===== config.mk =====
export PLATFORM = sky130hd
export DESIGN_NAME = hazard_scoreboard_flat
export DESIGN_NICKNAME = d
export VERILOG_FILES = /design/src/rtl/hazard_scoreboard_if.sv /design/src/rtl/hazard_scoreboard.sv /design/src/flat_wrapper.sv
export SDC_FILE = /design/constraint.sdc
export NUM_CORES = 1
export LEC_CHECK = 0
export CAP_MARGIN = 20
export CELL_PAD_IN_SITES_DETAIL_PLACEMENT = 1
export CELL_PAD_IN_SITES_GLOBAL_PLACEMENT = 2
export CORE_UTILIZATION = 31
export CTS_CLUSTER_SIZE = 25
export DETAILED_ROUTE_END_ITERATION = 6
export GPL_ROUTABILITY_DRIVEN = 0
export PLACE_DENSITY = 0.92
export SLEW_MARGIN = 20
export SYNTH_ARGS = -nofsm -noshare
export SYNTH_HDL_FRONTEND = slang
export SYNTH_SLANG_ARGS = --single-unit

===== constraint.sdc =====
create_clock -name clk -period 3.1 [get_ports clk]
set_input_delay 0.62 -clock clk [delete_from_list [all_inputs] [get_ports clk]]
set_output_delay 0.62 -clock clk [all_outputs]
set_load 0.01 [all_outputs]

===== src/rtl/hazard_scoreboard_if.sv =====
// Hazard-unit signal bundle: D/E/M/W register tags and mul/div events in,
// stall/forward/status out. The datapath holds master, the hazard unit holds slave.
interface hazard_scoreboard_if #(
    parameter int AW    = 5,
    parameter int CNT_W = 16
);
    logic [AW-1:0]    rs_d;
    logic [AW-1:0]    rt_d;
    logic [AW-1:0]    rs_e;
    logic [AW-1:0]    rt_e;
    logic [AW-1:0]    write_reg_e;
    logic [AW-1:0]    write_reg_m;
    logic [AW-1:0]    write_reg_w;
    logic             reg_write_e;
    logic             reg_write_m;
    logic             reg_write_w;
    logic             memtoreg_e;
    logic             memtoreg_m;
    logic             branch_d;
    logic             md_op_d;
    logic             md_start_e;
    logic [AW-1:0]    md_dst_e;
    logic             md_done;
    logic             stat_clr;
    logic             stall_f;
    logic             stall_d;
    logic             flush_e;
    logic             forward_ad;
    logic             forward_bd;
    logic [1:0]       forward_ae;
    logic [1:0]       forward_be;
    logic             md_busy;
    logic             md_err;
    logic [CNT_W-1:0] stall_cycles;

    modport master (
        output rs_d, rt_d, rs_e, rt_e, write_reg_e, write_reg_m, write_reg_w,
               reg_write_e, reg_write_m, reg_write_w, memtoreg_e, memtoreg_m,
               branch_d, md_op_d, md_start_e, md_dst_e, md_done, stat_clr,
        input  stall_f, stall_d, flush_e, forward_ad, forward_bd, forward_ae,
               forward_be, md_busy, md_err, stall_cycles
    );

    modport slave (
        input  rs_d, rt_d, rs_e, rt_e, write_reg_e, write_reg_m, write_reg_w,
               reg_write_e, reg_write_m, reg_write_w, memtoreg_e, memtoreg_m,
               branch_d, md_op_d, md_start_e, md_dst_e, md_done, stat_clr,
        output stall_f, stall_d, flush_e, forward_ad, forward_bd, forward_ae,
               forward_be, md_busy, md_err, stall_cycles
    );
endinterface


===== src/rtl/hazard_scoreboard.sv =====
// Hazard unit for the 5-stage MIPS core with an in-order mul/div scoreboard.
// Build macro HAZARD_FWD_EN enables forwarding; without it M/E RAW hazards stall instead.
module hazard_scoreboard #(
    parameter int AW       = 5,
    parameter int MD_DEPTH = 4,
    parameter int CNT_W    = 16
) (
    input  logic               clk,
    input  logic               reset,
    hazard_scoreboard_if.slave hz
);
    localparam int               PW       = (MD_DEPTH > 1) ? $clog2(MD_DEPTH) : 1;
    localparam int               CW       = $clog2(MD_DEPTH + 1);
    localparam logic [CW-1:0]    CNT_ZERO = {CW{1'b0}};
    localparam logic [CW-1:0]    CNT_FULL = CW'(MD_DEPTH);
    localparam logic [CW-1:0]    CNT_NEAR = CW'(MD_DEPTH - 1);
    localparam logic [PW-1:0]    PTR_ZERO = {PW{1'b0}};
    localparam logic [PW-1:0]    PTR_LAST = PW'(MD_DEPTH - 1);
    localparam logic [AW-1:0]    REG_ZERO = {AW{1'b0}};
    localparam logic [CNT_W-1:0] STAT_MAX = {CNT_W{1'b1}};

    // Register 0 is hard-wired zero and never creates a dependency.
    function automatic logic src_hit(input logic [AW-1:0] rs, input logic [AW-1:0] rt,
                                     input logic [AW-1:0] x);
        return ((rs != REG_ZERO) && (rs == x)) || ((rt != REG_ZERO) && (rt == x));
    endfunction

    function automatic logic [PW-1:0] ptr_next(input logic [PW-1:0] p);
        return (p == PTR_LAST) ? PTR_ZERO : p + PW'(1);
    endfunction

    logic [MD_DEPTH-1:0]         valid_q, valid_d;
    logic [MD_DEPTH-1:0][AW-1:0] dst_q, dst_d;
    logic [PW-1:0]               wr_ptr_q, wr_ptr_d;
    logic [PW-1:0]               rd_ptr_q, rd_ptr_d;
    logic [CW-1:0]               count_q, count_d;
    logic                        md_busy_q, md_busy_d;
    logic                        md_err_q, md_err_d;
    logic [CNT_W-1:0]            stall_cnt_q, stall_cnt_d;

    logic       lw_stall_s, br_stall_s, sb_stall_s, st_stall_s, raw_stall_s, stall_s;
    logic       do_push_s, do_pop_s;
    logic       fwd_ad_s, fwd_bd_s;
    logic [1:0] fwd_ae_s, fwd_be_s;

`ifdef HAZARD_FWD_EN
    function automatic logic [1:0] fwd_sel(input logic [AW-1:0] src,
                                           input logic [AW-1:0] dst_m, input logic we_m,
                                           input logic [AW-1:0] dst_w, input logic we_w);
        logic [1:0] sel;
        if ((src != REG_ZERO) && (src == dst_m) && we_m) begin
            sel = 2'b10;
        end else if ((src != REG_ZERO) && (src == dst_w) && we_w) begin
            sel = 2'b01;
        end else begin
            sel = 2'b00;
        end
        return sel;
    endfunction

    // Forward selects; M wins over W in the E stage.
    always_comb begin
        fwd_ae_s    = fwd_sel(hz.rs_e, hz.write_reg_m, hz.reg_write_m, hz.write_reg_w, hz.reg_write_w);
        fwd_be_s    = fwd_sel(hz.rt_e, hz.write_reg_m, hz.reg_write_m, hz.write_reg_w, hz.reg_write_w);
        fwd_ad_s    = (hz.rs_d != REG_ZERO) && (hz.rs_d == hz.write_reg_m) && hz.reg_write_m;
        fwd_bd_s    = (hz.rt_d != REG_ZERO) && (hz.rt_d == hz.write_reg_m) && hz.reg_write_m;
        raw_stall_s = 1'b0;
    end
`else
    logic fwd_unused_s;
    assign fwd_unused_s = ^{hz.rs_e, hz.write_reg_w, hz.reg_write_w};

    // No bypass paths: D-stage readers wait out producers in E and M (regfile is write-first).
    always_comb begin
        fwd_ae_s    = 2'b00;
        fwd_be_s    = 2'b00;
        fwd_ad_s    = 1'b0;
        fwd_bd_s    = 1'b0;
        raw_stall_s = (hz.reg_write_e && src_hit(hz.rs_d, hz.rt_d, hz.write_reg_e)) ||
                      (hz.reg_write_m && src_hit(hz.rs_d, hz.rt_d, hz.write_reg_m));
    end
`endif

    // Stall terms; an entry being popped this cycle still blocks until next cycle.
    always_comb begin
        lw_stall_s = hz.memtoreg_e && src_hit(hz.rs_d, hz.rt_d, hz.rt_e);
        br_stall_s = hz.branch_d &&
                     ((hz.reg_write_e && src_hit(hz.rs_d, hz.rt_d, hz.write_reg_e)) ||
                      (hz.memtoreg_m  && src_hit(hz.rs_d, hz.rt_d, hz.write_reg_m)));
        sb_stall_s = hz.md_start_e && src_hit(hz.rs_d, hz.rt_d, hz.md_dst_e);
        for (int i = 0; i < MD_DEPTH; i++) begin
            sb_stall_s = sb_stall_s | (valid_q[i] & src_hit(hz.rs_d, hz.rt_d, dst_q[i]));
        end
        st_stall_s = hz.md_op_d &&
                     ((count_q == CNT_FULL) || ((count_q == CNT_NEAR) && hz.md_start_e));
        stall_s    = lw_stall_s | br_stall_s | sb_stall_s | st_stall_s | raw_stall_s;
    end

    // Scoreboard FIFO and status next-state; a pop frees the slot a same-cycle push reuses.
    always_comb begin
        do_pop_s  = hz.md_done && (count_q != CNT_ZERO);
        do_push_s = hz.md_start_e && ((count_q != CNT_FULL) || do_pop_s);
        valid_d   = valid_q;
        dst_d     = dst_q;
        md_err_d  = md_err_q | (hz.md_start_e & ~do_push_s) | (hz.md_done & ~do_pop_s);

        if (do_pop_s) begin
            valid_d[rd_ptr_q] = 1'b0;
            rd_ptr_d          = ptr_next(rd_ptr_q);
        end else begin
            rd_ptr_d = rd_ptr_q;
        end

        if (do_push_s) begin
            valid_d[wr_ptr_q] = 1'b1;
            dst_d[wr_ptr_q]   = hz.md_dst_e;
            wr_ptr_d          = ptr_next(wr_ptr_q);
        end else begin
            wr_ptr_d = wr_ptr_q;
        end

        case ({do_push_s, do_pop_s})
            2'b10:   count_d = count_q + CW'(1);
            2'b01:   count_d = count_q - CW'(1);
            default: count_d = count_q;
        endcase
        md_busy_d = (count_d != CNT_ZERO);

        if (hz.stat_clr) begin
            stall_cnt_d = {CNT_W{1'b0}};
        end else if (stall_s && (stall_cnt_q != STAT_MAX)) begin
            stall_cnt_d = stall_cnt_q + CNT_W'(1);
        end else begin
            stall_cnt_d = stall_cnt_q;
        end
    end

    // State registers.
    always_ff @(posedge clk or posedge reset) begin
        if (reset) begin
            valid_q     <= {MD_DEPTH{1'b0}};
            dst_q       <= {(MD_DEPTH*AW){1'b0}};
            wr_ptr_q    <= PTR_ZERO;
            rd_ptr_q    <= PTR_ZERO;
            count_q     <= CNT_ZERO;
            md_busy_q   <= 1'b0;
            md_err_q    <= 1'b0;
            stall_cnt_q <= {CNT_W{1'b0}};
        end else begin
            valid_q     <= valid_d;
            dst_q       <= dst_d;
            wr_ptr_q    <= wr_ptr_d;
            rd_ptr_q    <= rd_ptr_d;
            count_q     <= count_d;
            md_busy_q   <= md_busy_d;
            md_err_q    <= md_err_d;
            stall_cnt_q <= stall_cnt_d;
        end
    end

    assign hz.stall_f      = stall_s;
    assign hz.stall_d      = stall_s;
    assign hz.flush_e      = stall_s;
    assign hz.forward_ad   = fwd_ad_s;
    assign hz.forward_bd   = fwd_bd_s;
    assign hz.forward_ae   = fwd_ae_s;
    assign hz.forward_be   = fwd_be_s;
    assign hz.md_busy      = md_busy_q;
    assign hz.md_err       = md_err_q;
    assign hz.stall_cycles = stall_cnt_q;
endmodule


===== src/flat_wrapper.sv =====
// flat-port wrapper written by rule: the top's interface ports become plain ports
module hazard_scoreboard_flat 
#(
    parameter int AW       = 5,
    parameter int MD_DEPTH = 4,
    parameter int CNT_W    = 16
)
  (clk, reset, hz_rs_d, hz_rt_d, hz_rs_e, hz_rt_e, hz_write_reg_e, hz_write_reg_m, hz_write_reg_w, hz_reg_write_e, hz_reg_write_m, hz_reg_write_w, hz_memtoreg_e, hz_memtoreg_m, hz_branch_d, hz_md_op_d, hz_md_start_e, hz_md_dst_e, hz_md_done, hz_stat_clr, hz_stall_f, hz_stall_d, hz_flush_e, hz_forward_ad, hz_forward_bd, hz_forward_ae, hz_forward_be, hz_md_busy, hz_md_err, hz_stall_cycles);
  hazard_scoreboard_if #(.AW(AW), .CNT_W(CNT_W)) hz_i ();
  input  logic clk;
  input  logic reset;
  input wire logic [$bits(hz_i.rs_d)-1:0] hz_rs_d;
  input wire logic [$bits(hz_i.rt_d)-1:0] hz_rt_d;
  input wire logic [$bits(hz_i.rs_e)-1:0] hz_rs_e;
  input wire logic [$bits(hz_i.rt_e)-1:0] hz_rt_e;
  input wire logic [$bits(hz_i.write_reg_e)-1:0] hz_write_reg_e;
  input wire logic [$bits(hz_i.write_reg_m)-1:0] hz_write_reg_m;
  input wire logic [$bits(hz_i.write_reg_w)-1:0] hz_write_reg_w;
  input wire logic [$bits(hz_i.reg_write_e)-1:0] hz_reg_write_e;
  input wire logic [$bits(hz_i.reg_write_m)-1:0] hz_reg_write_m;
  input wire logic [$bits(hz_i.reg_write_w)-1:0] hz_reg_write_w;
  input wire logic [$bits(hz_i.memtoreg_e)-1:0] hz_memtoreg_e;
  input wire logic [$bits(hz_i.memtoreg_m)-1:0] hz_memtoreg_m;
  input wire logic [$bits(hz_i.branch_d)-1:0] hz_branch_d;
  input wire logic [$bits(hz_i.md_op_d)-1:0] hz_md_op_d;
  input wire logic [$bits(hz_i.md_start_e)-1:0] hz_md_start_e;
  input wire logic [$bits(hz_i.md_dst_e)-1:0] hz_md_dst_e;
  input wire logic [$bits(hz_i.md_done)-1:0] hz_md_done;
  input wire logic [$bits(hz_i.stat_clr)-1:0] hz_stat_clr;
  output wire logic [$bits(hz_i.stall_f)-1:0] hz_stall_f;
  output wire logic [$bits(hz_i.stall_d)-1:0] hz_stall_d;
  output wire logic [$bits(hz_i.flush_e)-1:0] hz_flush_e;
  output wire logic [$bits(hz_i.forward_ad)-1:0] hz_forward_ad;
  output wire logic [$bits(hz_i.forward_bd)-1:0] hz_forward_bd;
  output wire logic [$bits(hz_i.forward_ae)-1:0] hz_forward_ae;
  output wire logic [$bits(hz_i.forward_be)-1:0] hz_forward_be;
  output wire logic [$bits(hz_i.md_busy)-1:0] hz_md_busy;
  output wire logic [$bits(hz_i.md_err)-1:0] hz_md_err;
  output wire logic [$bits(hz_i.stall_cycles)-1:0] hz_stall_cycles;
  assign hz_i.rs_d = hz_rs_d;
  assign hz_i.rt_d = hz_rt_d;
  assign hz_i.rs_e = hz_rs_e;
  assign hz_i.rt_e = hz_rt_e;
  assign hz_i.write_reg_e = hz_write_reg_e;
  assign hz_i.write_reg_m = hz_write_reg_m;
  assign hz_i.write_reg_w = hz_write_reg_w;
  assign hz_i.reg_write_e = hz_reg_write_e;
  assign hz_i.reg_write_m = hz_reg_write_m;
  assign hz_i.reg_write_w = hz_reg_write_w;
  assign hz_i.memtoreg_e = hz_memtoreg_e;
  assign hz_i.memtoreg_m = hz_memtoreg_m;
  assign hz_i.branch_d = hz_branch_d;
  assign hz_i.md_op_d = hz_md_op_d;
  assign hz_i.md_start_e = hz_md_start_e;
  assign hz_i.md_dst_e = hz_md_dst_e;
  assign hz_i.md_done = hz_md_done;
  assign hz_i.stat_clr = hz_stat_clr;
  assign hz_stall_f = hz_i.stall_f;
  assign hz_stall_d = hz_i.stall_d;
  assign hz_flush_e = hz_i.flush_e;
  assign hz_forward_ad = hz_i.forward_ad;
  assign hz_forward_bd = hz_i.forward_bd;
  assign hz_forward_ae = hz_i.forward_ae;
  assign hz_forward_be = hz_i.forward_be;
  assign hz_md_busy = hz_i.md_busy;
  assign hz_md_err = hz_i.md_err;
  assign hz_stall_cycles = hz_i.stall_cycles;
  hazard_scoreboard #(.AW(AW), .MD_DEPTH(MD_DEPTH), .CNT_W(CNT_W)) u_core (.clk(clk), .reset(reset), .hz(hz_i));
endmodule

==> impl_results.md <==
* Final setup TNS at 0 ns
* Sequential share of power at 37.8%
* Async set-reset flop share out of synthesis at 100%
* Setup crit end kind: primary output
* Post-synth top area share at 36.1%
* WHS Endpoint: u_core.hz.md_err
* Max Slew Vio Count at 0
* Dpl cell area at 4290 µm²
* Initial Util at 32.5%
* Worst-margin pin slew at 0.648 ns
* Clock skew after layout at 0.0131 ns
* # IOs at 79
* RSZ-0062 raised after global routing: yes
* Sw frac at 38.9%
* Final hold violation count at 0
* Nets at 499
* Part of the power in the clock network at 14.1%
* CTS Sinks at 49
* Syn_area_per_cell at 9.62 µm²
* Fin area at 4400 µm²
* Clock period minus worst slack at 3.08 ns
* Total CTS buffers at 5
* Fillcell total at 1220
* # rows at 37
* Initial antenna violation count at 0
* Worst vdd ir at 377 µV
* Final core occ at 42.1%
* FF-to-FF Start: u_core.dst_q[6]
* Wire length of the first global-routing pass at 16.2 mm
* Hold-critical path depth at 1
* Worst path bufs/invs at 3
* Leading register cell type out of synthesis: dfrtp_1
* Slowest CP cell: or4_4
* Total track usage at 18.2%
* Detail Placement HPWL at 7.59 mm
* #FFs+latches synth at 49
* Initial DRC count at 78
* Length of the first detailed-routing pass in iterations at 4
* Clock tree buffer depth at 2
* Clock root buffer: clkbuf_8
* Crit-path max cell delay at 0.56 ns
* Most Frequent Cell on Critical Path: buf_6
* Normalized max-slew margin at 56.7%
* Vias per Instance at 5.03
* PortBufs at 61
* Fraction of final layout cells sized beyond drive strength 1 at 18.8%
* P&R area growth vs syn at 29.7%
* Setup crit start kind: input port
* Cts hold-fix bufs at 0
* R2R Setup Slk at 0.58 ns
* Hold WS at 0.491 ns
* Hold Path Class: flip-flop to flip-flop
* Routed WL at 9.98 mm
* Synth area leader: dfrtp_1
* Synth Instances at 353
* Netlist Area Pre-Place at 3400 µm²
* Post-synth top cells: xnor2_1, dfrtp_1, xor2_1
* Post-synth EDFFs at 0
* Vias in the first global route at 3256
* Synth unique cells at 42
* Synth area leaders: dfrtp_1, xnor2_1, xor2_1
* PwrDens at 673 nW/µm²
* Die area at 11400 µm²
* Detail Route Antenna Nets at 0
* Hold Crit Start: u_core.hz.md_err
* Latest clock arrival within the worst-skew pair at 0.31 ns
* Internal Dissipation at 1.81 mW
* Worst R2R Path Depth at 10
* Most common cell in the netlist: xnor2_1
* Worst R2R End: u_core.hz.stall_cycles[13]
* Via count at 2882
* Psw at 1.15 mW
* Crit-path leading delay family: simple AND/OR/NAND/NOR gates
* Final Cycle Share at 99.5%
* Max-cap violations at 0
* Ant diodes at 0
* Clock Pin Slew Worst Setup and Hold Paths at 0.09 ns
* YS warnings at 0
* Worst path cell trace: buf_6, or4_4, o211ai_1, o22ai_1, a2111oi_2, nand3_1, nor2_2, inv_2, buf_6
* Die width at 107 µm
* Status: completed
* Grt ovf at 0
* CP Data Required Time at 2.48 ns
* Logic pwr share at 48.1%
* Die extent in y at 107 µm
* Core ar. at 10500 µm²
* Register area share after synthesis at 36.1%
* Crit path arrival time at 2.46 ns
* H-Tree Depth at 2
* Fmax at 0.324 GHz
* Worst Path Max Fanout at 3
* Place WS at -0.800 ns
* Pleak at 1.79 nW
* Final worst slack at 0.0170 ns
* Drt drc at 0
* CTS tree: yes
* WS Path Type: input port to primary output
* Largest net degree at the start of global routing at 50
* Wire per inst at 17.4 µm
* Setup violations, final at 0
## per-layer routing
layer / share of wire [%] / track usage, % / up-vias / routed length, µm
met1: 42 / 21.6 / 1422 / 4190
li1: - / - / 1368 / -
met2: 52 / 33.4 / 72 / 5180
met4: 2.2 / 6.36 / 0 / 221
met5: 0 / 0 / - / 0
met3: 3.9 / 2.43 / 20 / 393
## placed cells by master (no fill, tap or decap), types with 3 or more instances in the layout
cell / n
mux2_2: 20
buf_6: 5
clkbuf_8: 6
a21oi_1: 16
nor2_1: 7
nand2_1: 26
o21ai_0: 9
buf_2: 4
xor2_1: 34
nor3_1: 3
nand4_1: 4
ha_1: 10
nand3_1: 21
clkdlybuf4s50_1: 50
nor4_1: 13
or3_1: 13
xnor2_1: 50
buf_4: 30
conb_1: 6
inv_1: 11
o21ai_1: 14
buf_12: 3
and3_1: 4
dfrtp_1: 49
## state kept, by name, summed over array words and instances, names as in the netlist
register / flops
u_core.valid_q: 4
u_core.count_q: 3
u_core.wr_ptr_q: 2
u_core.hz.stall_cycles: 16
u_core.rd_ptr_q: 2
u_core.hz.md_err: 1
u_core.dst_q: 20
u_core.hz.md_busy: 1
## stage by stage
step / cells / total power, mW
3_5_place_dp: 561 / 2.52
4_1_cts: 571 / 2.99
5_1_grt: 573 / 3.20
2_1_floorplan: 358 / 2.06
3_3_place_gp: 561 / 2.41
6_report: 573 / 2.96
## what timing repair did
item / CTS / global route
cloned: 0 / 0
pin swaps: 8 / 0
resized for setup: 47 / 6
setup endpoints to repair: 17 / 6
setup buffers: 2 / 2
## worst max-delay path by stage
stage               cells past startpoint  startpoint  slack, ns    endpoint
finish                                  9  hz_rs_d[3]       0.02  hz_stall_d
global route                            9  hz_rs_d[3]      -0.10  hz_stall_d
CTS                                     9  hz_rs_d[4]      0.005  hz_stall_d
detailed placement                      9  hz_rs_d[2]      -0.80  hz_stall_d
global placement                        9  hz_rt_d[2]      -0.66  hz_flush_e
floorplan                               9  hz_rs_d[2]       0.09  hz_stall_d
## cells by family after synthesis
logic type                 share of synthesized area [%]
and+or+nand+nor                                     16.0
xor gates and xnor gates                            21.7
AOI/OAI and AO/OA                                   8.33
DFF                                                 36.1
buffers and inverters                               6.30
muxes                                               7.22
adders and majority gates                           4.27
other                                              0.110
## power by group through the flow
stage / Combinational, mW / Clock (mW) / Sequential, mW
2_1_floorplan: 0.991 / 0 / 1.07
3_3_place_gp: 1.31 / 0 / 1.11
3_5_place_dp: 1.38 / 0 / 1.13
4_1_cts: 1.44 / 0.431 / 1.12
5_1_grt: 1.58 / 0.455 / 1.16
6_report: 1.43 / 0.417 / 1.12
## cell type report
class	count	area [µm²]	area share, %
Multi-Input combinational cell	273	1980	45.0
Inverter	13	48.8	1.11
Tap cell	136	170	3.86
Clock inverter	2	16.3	0.369
Clock buffer	6	82.6	1.88
Timing Repair Buffer	94	877	19.9
Sequential cell	49	1230	27.8
Power figures use the tool's default switching activity.
